--- config.mk ---
export PLATFORM = sky130hd
export DESIGN_NAME = bnn_infer_ctrl
export DESIGN_NICKNAME = d
export VERILOG_FILES = /design/src/rtl/bnn_infer_ctrl.sv
export SDC_FILE = /design/constraint.sdc
export NUM_CORES = 1
export LEC_CHECK = 0
export ABC_AREA = 1
export CELL_PAD_IN_SITES_DETAIL_PLACEMENT = 2
export CELL_PAD_IN_SITES_GLOBAL_PLACEMENT = 2
export CORE_MARGIN = 5
export CORE_UTILIZATION = 33
export CTS_BUF_LIST = sky130_fd_sc_hd__clkbuf_16
export CTS_CLUSTER_DIAMETER = 100
export CTS_CLUSTER_SIZE = 28
export DETAILED_ROUTE_END_ITERATION = 10
export PLACE_DENSITY_LB_ADDON = 0.1
export SKIP_CTS_REPAIR_TIMING = 1
export SKIP_LAST_GASP = 1
export SYNTH_ARGS = -nofsm -noshare
export SYNTH_HDL_FRONTEND = slang
export SYNTH_SLANG_ARGS = --single-unit
--- constraint.sdc ---
create_clock -name clk_i -period 3.83 [get_ports clk_i]
set_clock_uncertainty 0.2 [all_clocks]
set_input_delay 0.766 -clock clk_i [delete_from_list [all_inputs] [get_ports clk_i]]
set_output_delay 0.766 -clock clk_i [all_outputs]
set_load 0.005 [all_outputs]
--- src/rtl/bnn_infer_ctrl.sv ---
// Sequencer for the combinational BNN classifier core: assembles an 8x8 image row by row,
// holds it while the core settles, captures the class scores and returns the argmax.
module bnn_infer_ctrl #(
    parameter int unsigned NUM_ROWS      = 8,
    parameter int unsigned ROW_W         = 8,
    parameter int unsigned NUM_CLASSES   = 10,
    parameter int unsigned SCORE_W       = 5,
    parameter int unsigned SETTLE_CYCLES = 2
) (
    input  logic                           clk_i,
    input  logic                           rst_ni,
    input  logic                           clear_i,
    input  logic                           row_valid_i,
    output logic                           row_ready_o,
    input  logic [ROW_W-1:0]               row_data_i,
    output logic [NUM_ROWS*ROW_W-1:0]      image_o,
    input  logic [NUM_CLASSES*SCORE_W-1:0] scores_i,
    output logic                           result_valid_o,
    input  logic                           result_ready_i,
    output logic [3:0]                     class_o,
    output logic [SCORE_W-1:0]             score_o,
    output logic                           busy_o
);

    localparam int unsigned IMG_W     = NUM_ROWS * ROW_W;
    localparam int unsigned SC_W      = NUM_CLASSES * SCORE_W;
    localparam int unsigned ROW_CNT_W = (NUM_ROWS > 1) ? $clog2(NUM_ROWS) : 1;
    localparam int unsigned IDX_W     = $clog2(NUM_CLASSES + 1);
    localparam int unsigned SETTLE_W  = 4;
    localparam int unsigned CLASS_W   = 4;

    typedef enum logic [2:0] {
        S_LOAD    = 3'd0,
        S_SETTLE  = 3'd1,
        S_CAPTURE = 3'd2,
        S_ARGMAX  = 3'd3,
        S_DONE    = 3'd4
    } state_e;

    state_e               state_q, state_d;
    logic [ROW_CNT_W-1:0] row_cnt_q, row_cnt_d;
    logic [SETTLE_W-1:0]  settle_cnt_q, settle_cnt_d;
    logic [IDX_W-1:0]     idx_q, idx_d;
    logic [IMG_W-1:0]     image_q, image_d;
    logic [SC_W-1:0]      score_reg_q, score_reg_d;
    logic [SCORE_W-1:0]   best_score_q, best_score_d;
    logic [IDX_W-1:0]     best_idx_q, best_idx_d;
    logic [CLASS_W-1:0]   class_q, class_d;
    logic [SCORE_W-1:0]   score_out_q, score_out_d;
    logic                 row_ready_q, row_ready_d;
    logic                 busy_q, busy_d;
    logic                 result_valid_q, result_valid_d;

    logic                 row_accept;
    logic [SC_W-1:0]      score_shift;
    logic [SCORE_W-1:0]   cur_score;

    // A row that coincides with clear_i is dropped.
    assign row_accept  = (state_q == S_LOAD) && row_valid_i && !clear_i;
    assign score_shift = score_reg_q >> (32'(idx_q) * SCORE_W);
    assign cur_score   = score_shift[SCORE_W-1:0];

    always_comb begin
        state_d        = state_q;
        row_cnt_d      = row_cnt_q;
        settle_cnt_d   = settle_cnt_q;
        idx_d          = idx_q;
        image_d        = image_q;
        score_reg_d    = score_reg_q;
        best_score_d   = best_score_q;
        best_idx_d     = best_idx_q;
        class_d        = class_q;
        score_out_d    = score_out_q;

        unique case (state_q)
            S_LOAD: begin
                if (row_accept) begin
                    // The k-th row lands in image row NUM_ROWS-1-k (first row at the MSBs).
                    for (int unsigned r = 0; r < NUM_ROWS; r++) begin
                        if (row_cnt_q == ROW_CNT_W'(NUM_ROWS - 1 - r)) begin
                            image_d[r*ROW_W +: ROW_W] = row_data_i;
                        end
                    end
                    if (row_cnt_q == ROW_CNT_W'(NUM_ROWS - 1)) begin
                        state_d      = S_SETTLE;
                        row_cnt_d    = '0;
                        settle_cnt_d = SETTLE_W'(SETTLE_CYCLES);
                    end else begin
                        row_cnt_d = row_cnt_q + 1'b1;
                    end
                end
            end
            S_SETTLE: begin
                if (settle_cnt_q <= SETTLE_W'(1)) begin
                    state_d = S_CAPTURE;
                end else begin
                    settle_cnt_d = settle_cnt_q - 1'b1;
                end
            end
            S_CAPTURE: begin
                score_reg_d = scores_i;
                idx_d       = '0;
                state_d     = S_ARGMAX;
            end
            S_ARGMAX: begin
                // One lane per cycle, then a commit cycle that publishes the winner.
                if (idx_q == IDX_W'(NUM_CLASSES)) begin
                    class_d     = CLASS_W'(best_idx_q);
                    score_out_d = best_score_q;
                    state_d     = S_DONE;
                end else begin
                    if ((idx_q == '0) || ($signed(cur_score) > $signed(best_score_q))) begin
                        best_score_d = cur_score;
                        best_idx_d   = idx_q;
                    end
                    idx_d = idx_q + 1'b1;
                end
            end
            S_DONE: begin
                if (result_ready_i) begin
                    state_d   = S_LOAD;
                    row_cnt_d = '0;
                end
            end
            default: begin
                state_d   = S_LOAD;
                row_cnt_d = '0;
            end
        endcase

        if (clear_i) begin
            state_d   = S_LOAD;
            row_cnt_d = '0;
        end

        row_ready_d    = (state_d == S_LOAD);
        busy_d         = (state_d != S_LOAD);
        result_valid_d = (state_d == S_DONE);
    end

    always_ff @(posedge clk_i or negedge rst_ni) begin
        if (!rst_ni) begin
            state_q        <= S_LOAD;
            row_cnt_q      <= '0;
            settle_cnt_q   <= '0;
            idx_q          <= '0;
            image_q        <= '0;
            score_reg_q    <= '0;
            best_score_q   <= '0;
            best_idx_q     <= '0;
            class_q        <= '0;
            score_out_q    <= '0;
            row_ready_q    <= 1'b1;
            busy_q         <= 1'b0;
            result_valid_q <= 1'b0;
        end else begin
            state_q        <= state_d;
            row_cnt_q      <= row_cnt_d;
            settle_cnt_q   <= settle_cnt_d;
            idx_q          <= idx_d;
            image_q        <= image_d;
            score_reg_q    <= score_reg_d;
            best_score_q   <= best_score_d;
            best_idx_q     <= best_idx_d;
            class_q        <= class_d;
            score_out_q    <= score_out_d;
            row_ready_q    <= row_ready_d;
            busy_q         <= busy_d;
            result_valid_q <= result_valid_d;
        end
    end

    assign row_ready_o    = row_ready_q;
    assign busy_o         = busy_q;
    assign result_valid_o = result_valid_q;
    assign image_o        = image_q;
    assign class_o        = class_q;
    assign score_o        = score_out_q;

endmodule

Word-level counts from Yosys, hierarchy flattened --
Index checks and enable logic that the tools add are counted.
Word-level totals: register bits 149, latch bits 0, bits in writable memories 0, bits in read-only memories 0, output and inout bits 76, word-level logic and storage cells 91, memories 0
Cells by class: add/subtract/negate cells 3, multiply operators 1, divide/modulo/power cells 0, order comparisons 2, equality and inequality tests 20, shift-type cells 1, muxes and demuxes 18, bitwise gates (word level) 1, reduce and logical (&&, ||, !) cells 25
Operator list (number):
- right shift 50 x 7 -> 5 bit | 1
- 2-to-1 mux 3 bit | 10
- AND reduction 3 bit | 10
- == test 3 bit, second input constant | 6
- 2-to-1 mux 4 bit | 4
- case mux 4 bit (2 select lines) | 2
- case mux 3 bit (5 select lines) | 1
- == test 3 x 2 -> 1 bit, second input constant | 4
- logical NOT 3 bit | 3
- case mux 3 bit (3 select lines) | 1
- multiplier 4 x 3 -> 7 bit, second input constant | 1
- == test 3 x 1 -> 1 bit, second input constant | 2
- != test 2 bit, second input constant | 3
- != test 3 bit, second input constant | 2
- greater-than comparator 5 bit | 1
- adder 4 x 1 -> 4 bit, second input constant | 1
- == test 4 bit, second input constant | 1
- less-or-equal comparator 4 x 1 -> 1 bit, second input constant | 1
- logical NOT 4 bit | 1
- != test 2 x 1 -> 1 bit, second input constant | 2
- AND reduction 2 bit | 2
- AND reduction 4 bit | 1
- nonzero test 2 bit | 2
- subtractor 4 x 1 -> 4 bit, second input constant | 1
- 7 further kinds | 8

Longest topological paths before layout --
Gate-level depths: netlist (run 1).
depth in word-level cells 7, mapped depth 19

Worst setup path before layout (run 1) --
Ideal clock, no wire load.
kind flip-flop to flip-flop, start reg idx_q[0], end reg best_score_q[0], setup time 116 ps, data arrival time 2137 ps, path slack 1376 ps, stages on the path, launching flop included 19, period minus slack after synthesis 2454 ps, cell sequence dfrtp_1 buf_4 buf_4 nor2_1 nor2_1 o21ai_0 nand3_1 nand3_1 nand2_1 ha_1 nand2_1 nor2_1 nand2_1 nand4_1 nand3_1 nand2_2 nand2_4 nand2_1 nand2_1
Between the ends: word-level cells in the longest chain between the ends 5, elaborated cells between the ends (all ways) 8, classes of those cells 1 x mul; 1 x order compare; 1 x eq/ne; 1 x shift; 1 x bitwise; 3 x reduce/logical
RTL lines:
- start, declared | RTL line 43 | logic [IDX_W-1:0] idx_q, idx_d;
- start signal, assigned | RTL line 160 | idx_q <= idx_d;
- multiplier 4 x 3 -> 7 bit | RTL line 60 | assign score_shift = score_reg_q >> (32'(idx_q) * SCORE_W);
- right shift 50 x 7 -> 5 bit | RTL line 60
- via score_shift[4] | RTL line 55 | logic [SC_W-1:0] score_shift;
- greater-than comparator 5 bit | RTL line 112 | if ((idx_q == '0) || ($signed(cur_score) > $signed(best_score_q))) begin
- logical OR 1 bit | RTL line 112
- AND reduction 3 bit (no line)
- end signal, assigned | RTL line 163 | best_score_q <= best_score_d;
- end, declared | RTL line 46 | logic [SCORE_W-1:0] best_score_q, best_score_d;
The timed path passes the listed nets, and every way through them passes these cells. A chain may end at the register's enable or synchronous reset.

Worst setup path in the final report (run 1) --
start reg idx_q[0], end reg best_idx_q[1]
Between the ends: word-level cells in the longest chain between the ends 5, elaborated cells between the ends (all ways) 8, classes of those cells 1 x mul; 1 x order compare; 1 x eq/ne; 1 x shift; 1 x bitwise; 3 x reduce/logical
RTL lines:
- multiplier 4 x 3 -> 7 bit | RTL line 60
- right shift 50 x 7 -> 5 bit | RTL line 60
- via score_shift[4] | RTL line 55
- greater-than comparator 5 bit | RTL line 112
- logical OR 1 bit | RTL line 112
- AND reduction 3 bit (no line)
- end signal, assigned | RTL line 164 | best_idx_q <= best_idx_d;
- end, declared | RTL line 47 | logic [IDX_W-1:0] best_idx_q, best_idx_d;
The timed path passes the listed nets, and every way through them passes these cells.

==> flow_summary.json, run 1 <==
{
  "run_status": "complete, no violations",
  "drt_iter0_drc": 187,
  "largest_net_degree_at_the_start_of_global_routing": 74,
  "route.final.wire_length_um": 21000,
  "ys_ff_latch": 149,
  "cellInternalPower_mw": 2.87,
  "share_of_synthesized_flip_flops_with_an_asynchronous_set_or_reset_pct": 100,
  "crit_path_end_kind": "flop",
  "power_frac_seq_pct": 44.7,
  "period_needed_ns": 3.24,
  "final_layout_size_suffix_gt1_share_pct": 8.76,
  "dp_hpwl_um": 15900,
  "worstPathCellList": "buf_4, inv_1, o21ai_0, nand3_1, nand3_1, nand2_1, ha_1, nand2_1, nor2_1, nand2_1, nand4_1, nand3_1, nand2_2, nand2_4, nand2_1, nand2_1",
  "drc_errors": 0,
  "clk_path_buf_depth": 2,
  "timing.hold.worst.class": "primary input to asynchronous set/reset pin",
  "synth_sequential_area_ratio_pct": 55.6,
  "crit-reg2reg-capture": "best_idx_q[1]$_DFFE_PN0P_",
  "max_freq_mhz": 308,
  "footprint_of_the_multi_input_gates_um2": 2550,
  "finalHoldViolations": 0,
  "post-synth-top-area-cell": "dfrtp_1",
  "cts.sink_count": 149,
  "critical_path_arrival_ns": 3.36,
  "critical-path-top-cell-by-count": "nand2_1",
  "postSynthNetCount": 846,
  "synth.yosys.warnings": 0,
  "synth_cell_types": 33,
  "antenna_found_initial": 0,
  "synth_top_cells_by_count": "nand2_1, dfrtp_1, nor2_1",
  "average_cell_area_after_synthesis_um2": 8.75,
  "clk_pin_slew_ns": 0.07,
  "cts_htree_levels": 4,
  "p_sw_share_pct": 26.1,
  "vias_per_inst": 4.74,
  "cts_buffers": 17,
  "share_comb_of_total_power_pct": 12.3,
  "insertion_delay_ns": 0.42,
  "tritoncts": "built",
  "ys.flop_type": "dfrtp_1",
  "die_x_um": 153,
  "row_count": 52,
  "vdd.ir_drop.worst_mv": 0.300,
  "avgRoutedWirePerCell_um": 17.8,
  "initial_core_util_pct": 33.4,
  "netlist_instances": 767,
  "vias": 5605,
  "cp-endpoint": "best_idx_q[1]$_DFFE_PN0P_",
  "critical_path.max_fanout": 46,
  "cts_root_buffer": "clkbuf_16",
  "yosys.cell_count.top_type": "nand2_1",
  "fin_tns_setup_ns": 0,
  "timing.setup.critical_path_class": "flop to flop",
  "clockPowerShare_pct": 43.0,
  "final.fill_count": 2190,
  "placedInstanceArea_um2": 8270,
  "grt_usage_pct": 18.5,
  "yosys-top-cells-area": "dfrtp_1, nand2_1, o21ai_1",
  "regArea_um2": 3730,
  "startpoint_type": "flop",
  "total_inserted_antenna_cells": 0,
  "chipHeight_um": 153,
  "setup.reg_to_reg.worst_slack_ns": 0.59,
  "report.final.slew_viol_count": 0,
  "grt_remaining_overflow": 0,
  "final_antenna_net_count": 0,
  "floorplan.core_area_um2": 20100,
  "crit-reg2reg-launch": "idx_q[0]$_DFFE_PN0P_",
  "place.port_buffers": 138,
  "design.final.nets": 979,
  "power_density_of_the_placed_cells_nw_per_um2": 439,
  "area_growth_syn_to_layout_pct": 32.0,
  "p_sw_mw": 1.02,
  "drv_cap": 0,
  "globalplace.congestion": 0.810,
  "fin_total_pwr_mw": 3.89,
  "die_area_um2": 23300,
  "drt_pre_antenna_iters": 4,
  "timing.reg2reg.worst_path_depth": 16,
  "p_leak_nw": 4.14,
  "first_global_vias": 6405,
  "post_route_design_area_um2": 8860,
  "synth-edff-count": 0,
  "rsz0062_at_grt": "false",
  "timing.slew.headroom_pct": 52.0,
  "cp.required_ns": 3.94,
  "worst_pin_slew_ns": 0.720,
  "grt_pass1_wl_um": 34500,
  "critPathLaunch": "idx_q[0]$_DFFE_PN0P_",
  "final.period_utilization_pct": 84.7,
  "slowest_delay_ns": 0.38,
  "io_pins": 139,
  "netlist_area_um2": 6710,
  "finalSetupViolations": 0,
  "area_share_of_the_leading_cell_type_in_the_synthesized_netlist_pct": 55.2,
  "cpMaxStageDelayCell": "buf_4"
}
metrics by stage:
step / instances / worst slack, ns / hold slack, ns / utilization, %
after floorplan: 767 / 1.38 / 0.242 / -
after global placement: 1151 / 0.850 / 0.256 / 41.2
after detailed placement: 1151 / 0.579 / 0.264 / 41.2
after CTS: 1183 / 0.551 / 0.166 / 44.1
after global routing: 1183 / 0.273 / 0.193 / 44.1
final: 1183 / 0.587 / 0.125 / 44.1
per-layer routing:
metal	track usage (%)	wire length (µm)
met5	0	0
met4	7.34	606
met3	3.38	654
met2	34.2	11200
met1	20.8	8540
final cells by class:
type                    instances  area share, %
clock buffers                  17           4.80
clock inverters                15           1.82
inverters                      57           2.58
multi-input cells             531           28.8
flip-flops and latches        149           42.1
well taps                     270           3.81
repair buffers                144           16.1
logic make-up (layout without fill, tap and decap cells):
kind of cell               after synthesis  after routing  share of synthesized area, %
DFF                                    149            149                          55.6
and+or+nand+nor                        408            408                          25.8
buffers and inverters                   87            233                          6.49
xor gates and xnor gates                 2              2                         0.261
adders and majority gates               16             16                          2.98
AOI/OAI and AO/OA                      105            105                          8.93
worst min path at each step:
stage,startpoint,endpoint,slack [ns],cells after the start
final,rst_ni,settle_cnt_q[3]$_DFFE_PN0P_,0.12,1
after global routing,rst_ni,settle_cnt_q[3]$_DFFE_PN0P_,0.19,1
after CTS,rst_ni,settle_cnt_q[3]$_DFFE_PN0P_,0.17,1
after detailed placement,best_score_q[1]$_DFFE_PN0P_,best_score_q[1]$_DFFE_PN0P_,0.26,2
after global placement,best_score_q[3]$_DFFE_PN0P_,best_score_q[3]$_DFFE_PN0P_,0.26,2
after floorplan,best_score_q[1]$_DFFE_PN0P_,best_score_q[1]$_DFFE_PN0P_,0.24,2
worst max-delay path: cells and delay by family, from the launching register on:
| family | cells | cell delay, ns |
|---|---|---|
| AO/OA/AOI/OAI | 1 | 0.24 |
| buffers and inverters | 2 | 0.68 |
| adder cells (fa/ha/maj) | 1 | 0.36 |
| AND/OR/NAND/NOR | 12 | 1.33 |
| flip-flops | 1 | 0.33 |
state kept, by name (all words and copies together), names as in the netlist:
register / cells
best_idx_q: 4
settle_cnt_q: 4
best_score_q: 5
state_q: 3
image_o: 64
idx_q: 4
result_valid_o: 1
score_reg_q: 50
row_cnt_q: 3
row_ready_o: 1
busy_o: 1
score_o: 5
class_o: 4
power by group through the flow:
stage	logic, mW	registers, mW	clock network [mW]
after floorplan	0.120	1.76	0
after global placement	0.465	1.76	0
after detailed placement	0.489	1.77	0
after CTS	0.494	1.74	1.72
after global routing	0.521	1.75	1.79
final	0.479	1.74	1.67
layout by cell type (no fill, tap or decap), drive strengths merged:
cell and count:
ha 16, a21oi 8, nand3b 1, dfrtp 148, clkdlybuf4s50 137, nand4 2, inv 64, nor2 52
dfstp 1, buf 7, nor3 4, xnor2 2, nand3 39, clkinv 7, nand2 310, o31ai 2
o21ai 94, bufinv 1, clkbuf 17, o22ai 1
Power figures use the tool's default switching activity.
==> run 2: changes to the inputs <==
Settings changed: CORE_UTILIZATION 33 to 30.
Clock period 3.83 ns to 3.2 ns, I/O delays scaled along.
==> run 2 against run 1 <==
Effect of this change: the run now ends with negative hold slack left; first-iteration DRC count rose by 11%; non-clock buffer count increased by 3; flip-flop and latch count unchanged; global-route usage down 0.78 points; combinational power increased by 16%; power up 19%; critical path depth rose by 1; final area grew 0.93%; routed wire length grew 4.8%; hold slack lost 0.14 ns; sequential power is 20% higher; sequential share of layout area fell by 0.37 points; critical path type unchanged; critical endpoint is now best_score_q[2]$_DFFE_PN0P_; largest cell class unchanged.
==> flow_summary.json, run 2 (synthesis results as in run 1) <==
{
  "vdd.ir_drop.worst_mv": 0.223,
  "hold-worst-slack_ns": -0.0192,
  "met1Wirelength_um": 10000,
  "grt_usage_pct": 17.7,
  "max_freq_mhz": 332,
  "power_density_of_the_placed_cells_nw_per_um2": 516,
  "timing.hold.worst.class": "primary input to asynchronous set/reset pin",
  "period_needed_ns": 3.01,
  "vias": 5622,
  "route.final.wire_length_um": 22000,
  "cp.required_ns": 3.31,
  "total_inserted_antenna_cells": 0,
  "final_cells": 1197,
  "dp_cells": 1161,
  "critical-path-top-cell-by-count": "nand2_1",
  "final_layout_size_suffix_gt1_share_pct": 9.49,
  "first_global_vias": 6449,
  "place.port_buffers": 138,
  "dp_hpwl_um": 16000,
  "area_growth_syn_to_layout_pct": 33.2,
  "worstPathCellList": "buf_12, clkinvlp_4, buf_4, o21ai_0, nand3_1, nand3_1, nand2_1, ha_1, nand2_1, nor2_1, nand2_1, nand4_1, nand3_2, nand2_4, nand2_4, nand2_1, nand2_1",
  "grt_pass1_wl_um": 36000,
  "place_ws_ns": 0.0895,
  "largest_net_degree_at_the_start_of_global_routing": 75,
  "floorplan.core_area_um2": 22000,
  "crit_path_end_kind": "flop",
  "die_x_um": 160,
  "tritoncts": "built",
  "top_metal_used": "met4",
  "timing.setup.critical_path_class": "flop to flop",
  "io_pins": 139,
  "critical_path_arrival_ns": 3.12,
  "placedInstanceArea_um2": 8310,
  "antenna_found_initial": 0,
  "finalHoldViolations": 12,
  "startpoint_type": "flop",
  "timing.slew.headroom_pct": 63.1,
  "fin_tns_setup_ns": 0,
  "worst_pin_slew_ns": 0.554,
  "vias_per_inst": 4.70,
  "slowest_delay_ns": 0.40,
  "critical_path.max_fanout": 20,
  "detailroute.wirelength.met3_um": 716,
  "most_used_cells_in_the_layout_excluding_fill_and_tap_cells": "nand2_1, dfrtp_1, clkdlybuf4s50_1",
  "drt_iter0_drc": 208,
  "report.final.slew_viol_count": 0,
  "cts_buffers": 17,
  "p_leak_nw": 4.16,
  "clk_path_buf_depth": 2,
  "post_route_design_area_um2": 8940,
  "run_status": "complete, but fails checks",
  "final_antenna_net_count": 0,
  "drv_cap": 0,
  "globalplace.congestion": 0.844,
  "cts_root_buffer": "clkbuf_16",
  "avgRoutedWirePerCell_um": 18.4,
  "cts.sink_count": 149,
  "setup_ws_final_ns": 0.187,
  "drc_errors": 0,
  "cpMaxStageDelayCell": "dfrtp_1",
  "finalSetupViolations": 0,
  "drt_pre_antenna_iters": 4,
  "grt_remaining_overflow": 0,
  "cts_htree_levels": 4,
  "initial_core_util_pct": 30.6,
  "largest_register_ff_count": 64,
  "row_count": 54,
  "dr_wl_met2_um": 11100,
  "design.final.nets": 983,
  "final.period_utilization_pct": 94.2,
  "insertion_delay_ns": 0.42,
  "final_common_cell": "nand2_1",
  "die_area_um2": 25500,
  "clk_pin_slew_ns": 0.07,
  "failing_checks": "negative hold slack",
  "chipHeight_um": 160
}
-- run 2: cell count changes in the layout (fill, tap and decap cells not counted), sizes merged --
cell,delta
clkinvlp,+3
nand2,+1
inv,-4
buf,+3
clkinv,+1
-- run 2: final cells by class --
class                      instances  area (µm²)
clock buffer                      17         425
clock inverter                    15         148
fill                            2425       13000
inverter                          57         233
multi-input combinational        532        2570
sequential                       149        3730
tap                              280         350
timing repair buffer             147        1490
-- run 2: layer usage --
layer | vias up | global-route usage [%]
li1 | 2705 | -
met1 | 2810 | 22.6
met2 | 91 | 30.5
met3 | 16 | 3.83
met4 | 0 | 4.42
met5 | - | 0
-- run 2: critical path: cells and delay by family (launching register included) --
kind | cells | cell delay (ns)
buf+inv | 3 | 0.49
flops | 1 | 0.40
simple gates | 12 | 1.27
fa+ha+maj | 1 | 0.32
compound gates | 1 | 0.19
-- run 2: through the flow --
step                total power [mW]  util [%]  hold WS, ns
floorplan                       2.25         -        0.144
global placement                2.66      37.8        0.256
detailed placement              2.69      37.8        0.271
CTS                             4.71      40.5     -0.00216
global route                    4.83      40.7       0.0174
finish                          4.62      40.7      -0.0192
-- run 2: path summary, 6_finish.rpt --
check	end	slack, ns	depth (start not counted)	start
worst max-delay path	best_score_q[2]$_DFFE_PN0P_	0.19	17	idx_q[0]$_DFFE_PN0P_
worst min-delay path	idx_q[1]$_DFFE_PN0P_	-0.02	1	rst_ni
worst max register to register	best_score_q[2]$_DFFE_PN0P_	0.19	17	idx_q[0]$_DFFE_PN0P_
worst min register to register	best_idx_q[3]$_DFFE_PN0P_	0.28	2	best_idx_q[3]$_DFFE_PN0P_
max in group asynchronous	image_o[16]$_DFFE_PN0P_	2.03	2	rst_ni
min in group clk_i	best_idx_q[3]$_DFFE_PN0P_	0.28	2	best_idx_q[3]$_DFFE_PN0P_
-- run 2: report_power, final --
group | switching, mW | internal [mW]
logic | 0.232 | 0.326
clock network | 0.888 | 1.09
registers | 0.0742 | 2.00
